===== config.mk =====
export PLATFORM = sky130hd
export DESIGN_NAME = pipe_nodatahazards_if
export DESIGN_NICKNAME = d
export VERILOG_FILES = /design/src/rtl/pipe_nodatahazards_if_pkg.sv /design/src/rtl/pipe_nodatahazards_if_fifo.sv /design/src/rtl/pipe_nodatahazards_if.sv
export SDC_FILE = /design/constraint.sdc
export NUM_CORES = 1
export LEC_CHECK = 0
export BUFFER_PORTS_ARGS = -buffer_cell sky130_fd_sc_hd__buf_2
export CAP_MARGIN = 20
export CORE_UTILIZATION = 25
export CTS_BUF_LIST = sky130_fd_sc_hd__clkbuf_16
export DETAILED_ROUTE_END_ITERATION = 8
export GPL_ROUTABILITY_DRIVEN = 0
export PLACE_DENSITY_LB_ADDON = 0.25
export SKIP_CTS_REPAIR_TIMING = 1
export SLEW_MARGIN = 20
export SYNTH_ARGS = -nofsm -noshare
export SYNTH_HDL_FRONTEND = slang
export SYNTH_SLANG_ARGS = --single-unit

===== constraint.sdc =====
create_clock -name clk -period 7.35 [get_ports clk]
set_input_delay 0.3675 -clock clk [delete_from_list [all_inputs] [get_ports clk]]
set_output_delay 0.3675 -clock clk [all_outputs]
set_load 0.05 [all_outputs]

===== src/rtl/pipe_nodatahazards_if_pkg.sv =====
// Shared constants and types for the instruction-fetch stage.
// Widths, reset PC, bubble encoding, FSM states and queue entry layout.
package pipe_nodatahazards_if_pkg;

   localparam int XLEN = 32;

   localparam logic [XLEN-1:0] RESET_PC = 32'h0000_0000;
   localparam logic [XLEN-1:0] NOP_INST = 32'h0340_0000;

   typedef enum logic {
      ST_RUN  = 1'b0,
      ST_DROP = 1'b1
   } state_t;

   typedef struct packed {
      logic [XLEN-1:0] inst;
      logic [XLEN-1:0] p4;
   } fq_entry_t;

   // Sequential PC increment; wraps modulo 2^32.
   function automatic logic [XLEN-1:0] pc_add4(
      input logic [XLEN-1:0] pc
   );
      return pc + 32'd4;
   endfunction

endpackage


===== src/rtl/pipe_nodatahazards_if_fifo.sv =====
// Two-entry queue of {inst, p4} between fetch and decode.
// Flush wins over push/pop; push into a full queue is dropped.
module pipe_nodatahazards_if_fifo
   import pipe_nodatahazards_if_pkg::*;
(
   input  logic       clk,
   input  logic       clr,
   input  logic       i_push,
   input  logic       i_pop,
   input  logic       i_flush,
   input  fq_entry_t  i_data,
   output fq_entry_t  o_head,
   output logic [1:0] o_count
);

   fq_entry_t  r_mem [2];
   logic       r_rd;
   logic       r_wr;
   logic [1:0] r_count;

   logic w_full;
   logic w_empty;
   logic w_push;
   logic w_pop;

   assign w_full  = (r_count == 2'd2);
   assign w_empty = (r_count == 2'd0);
   assign w_push  = i_push & ~w_full;
   assign w_pop   = i_pop & ~w_empty;

   // Pointer and occupancy update.
   always_ff @(posedge clk) begin
      if (clr || i_flush) begin
         r_rd    <= 1'b0;
         r_wr    <= 1'b0;
         r_count <= 2'd0;
      end else begin
         if (w_push)
            r_wr <= ~r_wr;
         if (w_pop)
            r_rd <= ~r_rd;
         case ({w_push, w_pop})
            2'b10:   r_count <= r_count + 2'd1;
            2'b01:   r_count <= r_count - 2'd1;
            default: r_count <= r_count;
         endcase
      end
   end

   // Entry storage; contents are don't-care while unoccupied.
   always_ff @(posedge clk) begin
      if (!clr && !i_flush && w_push)
         r_mem[r_wr] <= i_data;
   end

   assign o_head  = r_mem[r_rd];
   assign o_count = r_count;

endmodule


===== src/rtl/pipe_nodatahazards_if.sv =====
// Instruction-fetch stage: owns fetch PC and imem request port.
// Buffers fetched words in a 2-entry queue and obeys ID stall/redirect.
module pipe_nodatahazards_if
   import pipe_nodatahazards_if_pkg::*;
(
   input  logic            clk,
   input  logic            clr,
   input  logic            IFwip,
   input  logic            IDwillJump,
   input  logic [XLEN-1:0] IDjumpPc,
   input  logic            imemAck,
   input  logic [XLEN-1:0] imemData,
   output logic            imemReq,
   output logic [XLEN-1:0] imemAddr,
   output logic [XLEN-1:0] IFinst,
   output logic [XLEN-1:0] IFp4
);

   state_t          r_state;
   state_t          w_state_nxt;
   logic [XLEN-1:0] r_fpc;
   logic [XLEN-1:0] w_fpc_nxt;
   logic [XLEN-1:0] r_drop_addr;
   logic [XLEN-1:0] w_drop_nxt;

   logic            w_req;
   logic            w_ack;
   logic            w_push;
   logic            w_pop;
   logic            w_flush;
   logic            w_has;
   logic [1:0]      w_count;
   logic [XLEN-1:0] w_fpc_p4;
   fq_entry_t       w_push_data;
   fq_entry_t       w_head;

   assign w_has    = (w_count != 2'd0);
   assign w_fpc_p4 = pc_add4(r_fpc);

   // Request stays up in DROP, and in RUN while the queue has room.
   assign w_req = ~clr & ((r_state == ST_DROP) |
                          ((r_state == ST_RUN) & (w_count != 2'd2)));
   assign w_ack = imemAck & w_req;

   assign imemReq  = w_req;
   assign imemAddr = (r_state == ST_DROP) ? r_drop_addr : r_fpc;

   assign w_pop = IFwip & w_has & ~IDwillJump;

   assign w_push_data.inst = imemData;
   assign w_push_data.p4   = w_fpc_p4;

   // Next fetch PC, drop address, state and queue control.
   always_comb begin
      w_state_nxt = r_state;
      w_fpc_nxt   = r_fpc;
      w_drop_nxt  = r_drop_addr;
      w_push      = 1'b0;
      w_flush     = 1'b0;
      case (r_state)
         ST_RUN: begin
            if (IDwillJump) begin
               w_flush   = 1'b1;
               w_fpc_nxt = IDjumpPc;
               if (w_req && !imemAck) begin
                  w_drop_nxt  = r_fpc;
                  w_state_nxt = ST_DROP;
               end
            end else if (w_ack) begin
               w_push    = 1'b1;
               w_fpc_nxt = w_fpc_p4;
            end
         end
         ST_DROP: begin
            if (IDwillJump) begin
               w_flush   = 1'b1;
               w_fpc_nxt = IDjumpPc;
            end
            if (w_ack)
               w_state_nxt = ST_RUN;
         end
         default: w_state_nxt = ST_RUN;
      endcase
   end

   // Fetch-side state registers.
   always_ff @(posedge clk) begin
      if (clr) begin
         r_state     <= ST_RUN;
         r_fpc       <= RESET_PC;
         r_drop_addr <= '0;
      end else begin
         r_state     <= w_state_nxt;
         r_fpc       <= w_fpc_nxt;
         r_drop_addr <= w_drop_nxt;
      end
   end

   pipe_nodatahazards_if_fifo u_fifo (
      .clk     (clk),
      .clr     (clr),
      .i_push  (w_push),
      .i_pop   (w_pop),
      .i_flush (w_flush),
      .i_data  (w_push_data),
      .o_head  (w_head),
      .o_count (w_count)
   );

   assign IFinst = (w_has & ~IDwillJump) ? w_head.inst : NOP_INST;
   assign IFp4   = (w_has & ~IDwillJump) ? w_head.p4   : '0;

endmodule


==> results, run 1 <==
- Of the cells placed in the final design, the portion with a size suffix greater than 1 is 26.6%.
- The endpoint of the worst hold-timing path is u_fifo.r_mem[0][58].
- The count of final max-slew check failures is 0.
- Walking the worst path, the cells encountered are buf_2 -> clkinv_1 -> o21ai_4 -> buf_4 -> nor2_1 -> buf_2.
- The number of I/O pins is 166.
- The clock insertion delay at the later pin of the skew report is 0.43 ns.
- In this run, the number of DRC markers left after iteration 0 of detailed routing was 359.
- The wire length of the first global-routing pass is 35.1 mm.
- Summing over every cut layer, the via total after detailed routing is 6150.
- The die width is 190 um.
- The type of origin of the critical path is an input pin.
- The number of buffers inserted by port buffering is 165.
- The multi-input combinational cells in the finished layout cover a total of 3330 um^2.
- The element type at the critical path end is an output port.
- The number of nets in the layout is 989.
- In this run, synthesis inferred 128 flip-flops with an integrated enable.
- The kind of cell with the highest combined delay along the critical path is buffers and inverters.
- The number of antenna diodes in the final layout is 0.
- The floorplan step defined a die boundary enclosing 36000 um^2.
- In this design, the stage delay of the slowest critical-path cell is 0.87 ns.
- The area of the placeable core is 34600 um^2.
- The overall overflow remaining after global route is 0.
- The remaining design rule violation count is 0.
- Detailed placement ended at an HPWL of 16.4 mm.
- The most used flip-flop cell after synthesis is edfxtp_1.
- The cell type of the slowest stage on the worst timing path is clkinv_1.
- The sequential standard cell area is 5250 um^2.
- The fraction of registers with async set or reset after synthesis is 0%.
- Between clock sinks in the finished design, the worst skew comes to 0.0107 ns.
- The growth of design area from synthesis to finish is 20.6%.
- Entering global routing, the biggest net connects 66 pins.
- The count of buffering cells on the critical path with inverters included is 4.
- The beginning of the worst hold path is imemData[26].
- The clock root buffer is clkbuf_16.
- The overall routing resource usage is 13.1%.
- The number of global-route vias before repair is 5698.
- The mean post-synth cell area is 11.2 um^2.
- The critical-path maximum fanout is 61.
- For the final routed database, the setup TNS stands at 0 ns.
- The transition time at the pin with the least slew margin is 0.919 ns.
- Counting along the longest clock path gives a buffer depth of 2.
- Dividing the detail-routed via count by the number of cells gives 4.44.
- The number of cells on the worst reg-to-reg path is 4.
- The maximum clock frequency is 292 MHz.
- The worst setup path is of the in -> out kind.
- Hold timing on the final database bottoms out at a slack of 0.119 ns.
- The mapped netlist covers 8820 um^2.
- The filler cells instantiated in the layout total 3570.
- The setup check on the worst reg-to-reg path leaves a slack of 4.65 ns.
- Once detail routing completed, the nets flagged for antenna violations numbered 0.
- The data arrival time of the critical path is 3.06 ns.
- The path class of the tightest hold or removal check is in -> reg.
- The power per cell area is 225 nW/um^2.
- The total number of H-tree levels is 4.
- Setup repair after global routing left no endpoint under its margin.
- The number of different library cells used by synthesis comes to 56.
- Counting instances, the worst hold path has a depth of 1.
- After technology mapping, the gate count stands at 785.
- During synthesis, Yosys emitted a total of 0 warnings.
- Clock tree synthesis found a total of 198 sinks.
- Max-cap violations in this run came to 0.
- Synthesis produced a netlist with a net count of 856.
- The worst register-to-register path begins at r_fpc[12].
- The leakage power of the design is 3.89 nW.
- The smallest clock period supported by the final layout is computed as 3.42 ns.
- After synthesis, flip-flops and latches occupy 59.5% of the total area.
- The count of endpoints failing setup in the final report is 0.
- The share of the clock period used by the worst path is 46.6%.
- The initial antenna violation count came to 0.
- Overall power consumption after layout is estimated at 2.40 mW.
- The die height is 190 um.
- The first detailed-routing pass ran for 4 iterations.
- The worst register-to-register path ends at u_fifo.r_mem[0][28].
- The clock input transition at the sequential cells of the worst setup and hold paths is 0.08 ns.
- The required time reported for the critical path endpoint is 6.98 ns.
- The initial standard-cell utilization of the core is 25.5%.
- The cell repeated most along the worst path is buf_2.
- The flow ran to the end, and the final reports show no timing, DRC or antenna violations.
- The routed wire length per instance is 17.1 um.
- The worst pin sits at a relative slew slack of 38.8%.
- Counting the buffers created by CTS gives 17.
- The final count of hold timing violations is 0.
- For this block, the routed nets add up to 23.7 mm of wire.
- The TritonCTS clock tree is built.
- The maximum ir drop on the vdd rail is 165 uV.
- In this run the core area contains 68 standard-cell rows.
- Counting flops and latches in the post-synthesis netlist gives 198.
cells by family after synthesis:
family / Yosys count / share of synthesized area [%]
adders and majority gates: 2 / 0.284
AOI/OAI and AO/OA: 104 / 7.34
and+or+nand+nor: 278 / 14.5
DFF: 198 / 59.5
buffers and inverters: 67 / 3.11
muxes: 96 / 11.3
xor gates and xnor gates: 40 / 3.97
cell usage in the layout (no fill, tap or decap), types with 5 or more instances in the layout:
cell type	n
o21ai_0	54
nor2_1	104
a311oi_1	5
dfxtp_1	68
inv_1	7
clkbuf_16	17
buf_2	165
edfxtp_1	128
nand4_1	5
inv_8	6
mux2_2	28
xnor2_1	28
and4_1	6
mux2i_1	68
a21oi_1	12
nand2_1	98
nand3_1	15
xor2_1	12
nor3_1	17
buf_4	8
sequential cells by signal, indices dropped and copies added, names as in the netlist, named ones only:
| name | flops |
|---|---|
| r_drop_addr | 32 |
| u_fifo.r_wr | 1 |
| u_fifo.r_rd | 1 |
| r_state | 1 |
| r_fpc | 32 |
| u_fifo.o_count | 2 |
| u_fifo.r_mem | 128 |
report_power, final:
| group | total, mW | switching, mW | internal [mW] |
|---|---|---|---|
| clock network | 0.909 | 0.455 | 0.454 |
| registers | 1.25 | 0.0350 | 1.22 |
| logic | 0.235 | 0.163 | 0.0726 |
| total | 2.40 | 0.653 | 1.74 |
worst max-delay path by stage:
| stage | start | end | slack (ns) | cells past startpoint |
|---|---|---|---|---|
| after global placement | IDwillJump | IFp4[11] | 3.95 | 6 |
| after global routing | IDwillJump | IFp4[11] | 3.65 | 6 |
| after floorplan | r_state | u_fifo.r_mem[0][0] | 2.83 | 6 |
| after CTS | IDwillJump | IFp4[11] | 3.89 | 6 |
| after detailed placement | IDwillJump | IFp4[11] | 3.90 | 6 |
| final | IDwillJump | IFp4[11] | 3.93 | 6 |
stage by stage:
step	instances	cell area [um^2]	utilization, %	setup slack [ns]
floorplan	785	8820	-	2.83
global route	1385	10600	30.7	3.65
global placement	1354	10100	29.1	3.95
CTS	1385	10600	30.7	3.89
detailed placement	1354	10100	29.1	3.90
finish	1385	10600	30.7	3.93
cell type report:
class | count | share of cell area, %
sequential | 198 | 49.4
multi-input combinational | 520 | 31.3
timing repair buffer | 173 | 8.33
tap | 455 | 5.35
clock buffer | 17 | 4.00
clock inverter | 14 | 1.35
inverter | 8 | 0.282
metal layers:
| metal | vias up | share of wire [%] | global-route usage [%] |
|---|---|---|---|
| li1 | 3071 | - | - |
| met1 | 2910 | 50 | 18.8 |
| met2 | 157 | 44 | 19.9 |
| met3 | 12 | 4.8 | 2.77 |
| met4 | 0 | 1.1 | 3.16 |
| met5 | - | 0 | 0 |
synthesized netlist by cell type, drive strengths merged (4+ instances only):
master,count,area (um^2)
edfxtp,128,3840
nor2,105,394
nand2,98,368
dfxtp,70,1400
mux2i,68,681
o21ai,55,275
clkbuf,42,159
mux2,28,315
xnor2,28,245
buf,17,85.1
nor3,17,85.1
nand3,15,75.1
a21oi,12,60.1
xor2,12,105
inv,7,26.3
nand4,7,65.1
nor4,7,80.1
and4,6,52.6
a211oi,5,42.5
a311oi,5,43.8
and2,5,31.3
and3,4,25.0
nand2b,4,25.0
o211a,4,40.0
or4,4,37.5
Power figures use the tool's default switching activity.
==> run 2: changes to the inputs <==
==> constraint.sdc (replaced) <==
create_clock -name clk -period 3.5 [get_ports clk]
set_input_delay 0.175 -clock clk [delete_from_list [all_inputs] [get_ports clk]]
set_output_delay 0.175 -clock clk [all_outputs]
set_load 0.05 [all_outputs]
==> run 2 against run 1 <==
  * The flow now finishes with violations (negative hold slack)
  * Worst hold slack lost 0.12 ns
  * Sequential power grew 110%
  * Die area is the same
  * Setup slack lost 3.0 ns
  * Utilization grew 1.3 points
  * Clock power grew 110%
  * Combinational power grew 130%
  * Cell count grew 3.1%
  * Critical endpoint is now r_fpc[26]
  * Largest cell class unchanged
  * Largest power group unchanged
==> results, run 2 (synthesized netlist as in run 1, its figures left out) <==
- After clock tree synthesis, the clock-pin slew on the worst setup and hold paths is 0.08 ns.
- Derived from the worst setup path, the maximum achievable clock frequency is 384 MHz.
- The number of sinks handled by clock tree synthesis is 198.
- Data on the critical path is required at its endpoint by 3.82 ns.
- The maximum clock skew at final layout is 0.0170 ns.
- The number of nets in the layout is 1031.
- The number of I/O pins is 166.
- The clock root buffer is clkbuf_16.
- The largest registers in the layout are u_fifo.r_mem (128), r_drop_addr (32), r_fpc (32).
- Counting flops per register, the top entry is u_fifo.r_mem.
- The endpoint of the worst hold-timing path is r_fpc[31].
- The TritonCTS clock tree is built.
- The first global-routing pass estimated 36.3 mm of wire.
- At the worst endpoint, the arrival time is 2.92 ns.
- The total length of routed wires is 24.5 mm.
- Dividing the detail-routed wire length by the instance count gives 17.2 um.
- The transition time at the pin with the least slew margin is 0.859 ns.
- The overall overflow remaining after global route is 0.
- Sequential cells account for 51.7% of the total power.
- Leaving out fill and tap cells, the most frequent cell in the layout is buf_2.
- The growth of design area from synthesis to finish is 25.6%.
- The count of final max-slew check failures is 0.
- The die height is 190 um.
- Cells with a size suffix above 1 make up 26.1% of the layout.
- The slack of the worst reg-to-reg path is 0.90 ns.
- The initial utilization of the core area, before any placement, comes to 25.5%.
- The switching fraction of total power is 26.4%.
- Setup repair after global routing left no endpoint under its margin.
- Among all stages on the critical path, the largest delay is contributed by or4_1.
- The endpoint identified for the worst register-to-register timing path is r_fpc[26].
- Summing over every cut layer, the via total after detailed routing is 6346.
- Counting along the longest clock path gives a buffer depth of 2.
- The worst path needs 2.60 ns of the cycle, external delays included.
- The leakage power of the design is 4.08 nW.
- The final count of hold timing violations came to 1.
- STA classifies the critical path startpoint as a register.
- The maximum single-stage delay on the critical path is 0.69 ns.
- The initial antenna violation count came to 0.
- The floorplan step defined a die boundary enclosing 36000 um^2.
- Of all nets on the critical path, the largest fanout is 9.
- The row count is 68.
- VDD sags by at most 351 uV.
- The via density per instance is 4.44.
- The number of buffers inserted by port buffering is 165.
- The final HPWL from detailed placement is 17.0 mm.
- After detailed placement, the total cell area comes to 10200 um^2.
- The worst max-slew margin expressed relative to the limit is 42.2%.
- The number of antenna diodes in the final layout is 0.
- In the layout the commonest cells are 165 x buf_2, 128 x edfxtp_1, 104 x nor2_1, 98 x nand2_1.
- The final reports fail on negative hold slack.
- In this run the power spent charging and discharging nets is 1.34 mW.
- The number of global-route vias before repair is 5887.
- The number of nets with antenna violations after detailed routing is 0.
- The count of endpoints failing setup in the final report is 0.
- The startpoint of the lowest-slack register-to-register path is r_fpc[12].
- The overall routing resource usage is 13.5%.
- The run finished, with violations left.
- In this design, the largest share of critical-path delay is due to simple AND/OR/NAND/NOR gates.
- The clock insertion delay at the later pin of the skew report is 0.43 ns.
- The sequential standard cell area is 5250 um^2.
- The total number of H-tree levels is 4.
- The pre-antenna-repair detailed-routing pass consisted of 4 iterations.
- In this run the power density over the cells is 459 nW/um^2.
- The maximum number of pins on one net before global-route repair is 58.
- The hold slack is -0.00370 ns.
- The remaining design rule violation count is 0.
- The critical path is of the reg -> reg type.
- The final instance area is 11100 um^2.
- The class of the most critical hold timing path is in -> reg.
- The number of clock buffers inserted by TritonCTS is 17.
- The worst hold path passes through 3 cells.
- The register with the most flip-flops in the layout has 128 of them.
- The combinational fraction of design power is 10.5%.
- The filler cells instantiated in the layout total 3545.
- The DRC marker count from the first detailed-route iteration is 380.
- After layout, the worst path uses 74.3% of the clock period.
- The die is 190 um wide.
- The floorplan step defined a core boundary enclosing 34600 um^2.
- The share of total power dissipated in the clock network is 37.8%.
- The final core utilization is 32.0%.
- Together, buffers and inverters on the worst path number 0.
- The combined area of the multi-input logic cells is 3330 um^2.
- The internal power consumption is 3.74 mW.
- The final-layout setup total negative slack is 0 ns.
- Traced cell by cell, the critical path runs through nand4_4 -> or4_1 -> or4_4 -> mux2i_1 -> a2111oi_0.
- The startpoint identified for the worst hold timing path is IDjumpPc[31].
- For the worst flop-to-flop path, the logic depth is 5.
- The element type at the critical path end is a register.
- Max-cap violations in this run came to 0.
## run 2: worst max-delay path by stage
stage,cells past startpoint,slack (ns),from,end
6_report,5,0.90,r_fpc[12],r_fpc[26]
5_1_grt,5,0.70,r_fpc[6],r_fpc[26]
4_1_cts,5,0.91,r_fpc[12],r_fpc[26]
3_5_place_dp,5,0.92,r_fpc[12],r_fpc[26]
3_3_place_gp,5,0.95,r_fpc[12],r_fpc[26]
2_1_floorplan,6,0.05,r_state,u_fifo.r_mem[0][0]
## run 2: cell type report
class / count / share of cell area [%]
clock inverters: 15 / 1.31
clock buffers: 17 / 3.84
repair buffers: 215 / 12.0
inverters: 8 / 0.271
well taps: 455 / 5.14
flip-flops and latches: 198 / 47.4
multi-input cells: 520 / 30.1
## run 2: metal layers
layer,vias up,track usage [%],wire (um)
met5,-,0,0
met1,3033,19.7,12600
met4,0,3.35,183
li1,3147,-,-
met3,12,2.71,965
met2,154,20.4,10800
## run 2: worst register-to-register path, cell delays in order (launching register included)
cell       delay [ns]
dfxtp_1          0.53
nand4_4          0.18
or4_1            0.69
or4_4            0.56
mux2i_1          0.13
a2111oi_0        0.40
## run 2: stage by stage
stage | power (mW) | instances | worst slack [ns]
floorplan | 3.00 | 785 | 0.0545
global placement | 3.18 | 1362 | 0.954
detailed placement | 3.19 | 1362 | 0.924
CTS | 5.11 | 1394 | 0.910
global route | 5.27 | 1428 | 0.695
finish | 5.08 | 1428 | 0.899
## run 2: power groups by stage
stage / Clock [mW] / Combinational, mW / Sequential (mW)
5_1_grt: 2.06 / 0.577 / 2.64
6_report: 1.92 / 0.535 / 2.63
3_3_place_gp: 0 / 0.508 / 2.67
2_1_floorplan: 0 / 0.366 / 2.64
3_5_place_dp: 0 / 0.510 / 2.68
4_1_cts: 1.97 / 0.512 / 2.62
==> run 3: changes to the inputs <==
--- a/config.mk
+++ b/config.mk
@@ -5,6 +5,7 @@
 export SDC_FILE = /design/constraint.sdc
 export NUM_CORES = 1
 export LEC_CHECK = 0
+export ABC_AREA = 1
 export BUFFER_PORTS_ARGS = -buffer_cell sky130_fd_sc_hd__buf_2
 export CAP_MARGIN = 20
 export CORE_UTILIZATION = 25
==> constraint.sdc (replaced) <==
create_clock -name clk -period 2.5 [get_ports clk]
set_input_delay 0.125 -clock clk [delete_from_list [all_inputs] [get_ports clk]]
set_output_delay 0.125 -clock clk [all_outputs]
set_load 0.05 [all_outputs]
==> run 3 against run 2 <==
  * The run still ends with negative hold slack left
  * Utilization shrank 0.093 points
  * Critical path type is now reg -> out
  * Global-route usage decreased by 0.45 points
  * Largest power group unchanged
  * Area after synthesis is 4.9% higher
  * Clock-buffer cell count stayed put
==> results, run 3 <==
- Across the run, the number of max-cap violations was 0.
- The most frequent standard cell in the layout excluding fill and tap cells is nand2_1.
- In the synthesized netlist the async set-or-reset flop fraction comes to 0%.
- In the routed layout, each cell is associated on average with a via count of 4.28.
- The data arrival time of the critical path is 1.92 ns.
- The worst setup timing slack at the placement stage is 0.521 ns.
- The time the worst path needs with I/O delays and setup is 2.04 ns.
- The die is 194 um tall.
- The transition time at the pin with the least slew margin is 0.683 ns.
- The total length of routed wires is 24.6 mm.
- The total number of H-tree levels is 4.
- The clock input transition at the sequential cells of the worst setup and hold paths is 0.08 ns.
- By count the netlist is led by 210 x nand2_1, 128 x edfxtp_1, 114 x inv_1.
- The net count of the mapped netlist is 1018.
- The mean post-synth cell area is 9.77 um^2.
- From synthesis to final layout, the design area changed by 25.9%.
- The fraction of final layout cells sized beyond drive strength 1 is 28.8%.
- The total area inside the core boundary comes to 36500 um^2.
- Setup repair after global routing left no endpoint under its margin.
- Leaving out fill and tap cells, the most frequent cells in the layout are 209 x nand2_1, 165 x buf_2, 128 x edfxtp_1, 117 x inv_1, 101 x o21ai_0.
- In this run, placement finished with an instance count of 1546.
- The number of search-and-repair iterations in the first detailed-routing pass is 5.
- CTS saw 198 sinks.
- On the final layout, the worst hold slack is -0.00886 ns.
- The clock tree buffer depth is 2.
- The gate count of the mapped netlist is 947.
- The number of nets with antenna violations after detailed routing is 0.
- The wire length of the first global-routing pass is 37.6 mm.
- The number of cells on the worst reg-to-reg path is 6.
- Dividing the detail-routed wire length by the instance count gives 15.2 um.
- The minimum setup slack in the final design is 0.457 ns.
- The row count is 70.
- Leaving out filler cells and counting taps, the final layout contains 1619.
- The maximum number of pins on one net before global-route repair is 68.
- For this run, the leading register cell type out of synthesis is edfxtp_1.
- Data on the critical path is required at its endpoint by 2.38 ns.
- The critical path goes through buf_12 -> mux2_2 -> nand2_1 -> inv_1 -> buf_2.
- The last element of the critical path is IFp4[29].
- The path class of the tightest hold or removal check is in -> reg.
- The register with the most flip-flops in the final layout is u_fifo.r_mem.
- For the worst-skew pair, the clock arrives at the later sink with an insertion delay of 0.44 ns.
- The post-synthesis register bit count is 198.
- The maximum single-stage delay on the critical path is 0.43 ns.
- Setup slack on the worst reg-to-reg path comes out at 0.50 ns.
- The count of vias placed by the detailed router is 6934.
- The number of global-route vias before repair is 6441.
- The DRC marker count from the first detailed-route iteration is 384.
- Detailed placement finished with a half-perimeter wire length of 17.1 mm.
- The mux contribution to synthesized area is 7.97%.
- The count of warnings emitted by yosys is 0.
- The largest registers in the layout are u_fifo.r_mem (128), r_drop_addr (32), r_fpc (32).
- In this run, CTS created clock tree buffers numbering 17.
- The die area is 37800 um^2.
- Setup violations remaining at the end of the flow were counted as 0.
- The basic-gate share of the synthesized area counting and, or, nand and nor cells is 18.2%.
- In the post-synthesis netlist, the cell with the most instances is nand2_1.
- Counting the fill cells in the layout gives 3829.
- Counting distinct cell types in the post-synthesis netlist gives 35.
- CTS placed an instance of clkbuf_16 at the clock tree root.
- The leakage power of the design is 5.05 nW.
- The initial antenna violation count is 0.
- In this run the tightest slew margin relative to its limit is 54.5%.
- The critical-path maximum fanout is 67.
- The number of nets in the layout is 1210.
- The count of buffers added on input and output ports is 165.
- The final count of hold timing violations is 2.
- The endpoint identified for the worst register-to-register timing path is u_fifo.r_mem[0][43].
- After synthesis, the largest family of logic cells by area is simple AND/OR/NAND/NOR gates.
- STA classifies the critical path startpoint as a register.
- The flow ran to the end, but the final reports show violations.
- The maximum clock frequency is 489 MHz.
- The critical path is of the reg -> out type.
- In this run the biggest area consumer among cell types represents 41.6% of the synthesized area.
- TritonCTS built the clock tree.
- The number of antenna diodes in the final layout is 0.
- The remaining design rule violation count is 0.
- After Yosys synthesis, XOR and XNOR cells account for 0.947% of the synthesized area.
- The initial standard-cell utilization of the core is 25.3%.
- In this run the power density over the cells is 631 nW/um^2.
- The final-layout setup total negative slack is 0 ns.
- The overall overflow remaining after global route is 0.
- After synthesis, the cell types taking the most area are edfxtp_1 42%, dfxtp_1 15%, nand2_1 8.5%, mux2_2 7.4%, o21ai_0 5.5%.
- The final reports fail on negative hold slack.
- The maximum ir drop on the vdd rail is 449 uV.
- The maximum clock skew at final layout is 0.0168 ns.
- Of the available clock period, the critical path in the final layout requires 81.7%.
- Of the total synthesized cell area, the portion taken by full adders, half adders and majority gates is 0.271%.
- The post-synth design cell area is 9250 um^2.
- The register with the most flip-flops in the layout has 128 of them.
- The worst register-to-register path begins at u_fifo.o_count[1].
- The worst setup path is captured at an output port.
- In this run the count of I/O pins placed on the die edge is 166.
- From left edge to right edge, the die measures 194 um.
- The count of final max-slew check failures was 0.
- The complex-gate fraction of the synthesized area is 9.10%.
- Counting flops with a built-in enable in the synthesized netlist gives 128.
- The overall routing resource usage is 13.1%.
- The slowest stage of the critical path belongs to the cell mux2_2.
- The most area-hungry cell type in the Yosys netlist is edfxtp_1.
- The sequential area share after synthesis is 56.7%.
[run 3: where the power goes]
part,switching (mW),internal (mW)
Clock,1.22,1.46
Combinational,0.669,0.290
Sequential,0.0849,3.62
Total,1.98,5.37
[run 3: worst min path at each step]
stage	cells after the start	startpoint	to	slack [ns]
finish	3	IDjumpPc[15]	r_fpc[15]	-0.009
global route	3	IDjumpPc[14]	r_fpc[14]	0.006
CTS	1	imemData[21]	u_fifo.r_mem[1][53]	-0.14
detailed placement	1	imemData[4]	u_fifo.r_mem[0][36]	0.32
global placement	1	imemData[13]	u_fifo.r_mem[0][45]	0.32
floorplan	1	clr	r_fpc[2]	0.20
[run 3: kinds of logic after synthesis]
kind of cell               after synthesis
AOI/OAI and AO/OA                      157
adders and majority gates                2
buffers and inverters                  160
and+or+nand+nor                        354
xor gates and xnor gates                10
DFF                                    198
muxes                                   66
[run 3: critical path, delay by kind of cell (launching register included)]
family | cells | cell delay (ns)
and+or+nand+nor | 1 | 0.08
buffers and inverters | 3 | 0.52
DFF | 1 | 0.35
muxes | 1 | 0.43
[run 3: area by class of cell]
class | count | area (um^2) | share of cell area [%]
flip-flops and latches | 198 | 5250 | 45.1
inverters | 116 | 435 | 3.74
multi-input cells | 589 | 3420 | 29.3
well taps | 468 | 586 | 5.03
clock buffers | 17 | 425 | 3.65
repair buffers | 217 | 1400 | 12.0
clock inverters | 14 | 138 | 1.18
[run 3: through the flow]
stage,power (mW),area [um^2],util [%]
floorplan,4.37,9280,-
global placement,4.68,10700,29.2
detailed placement,4.69,10700,29.2
CTS,7.40,11200,30.7
global route,7.66,11600,31.9
finish,7.34,11600,31.9
[run 3: layer usage]
metal | vias to the layer above | track usage [%] | wire, um
met1 | 3246 | 19.5 | 12700
met4 | 0 | 3.97 | 299
met5 | - | 0 | 0
met3 | 14 | 2.27 | 951
met2 | 142 | 19.1 | 10600
li1 | 3532 | - | -
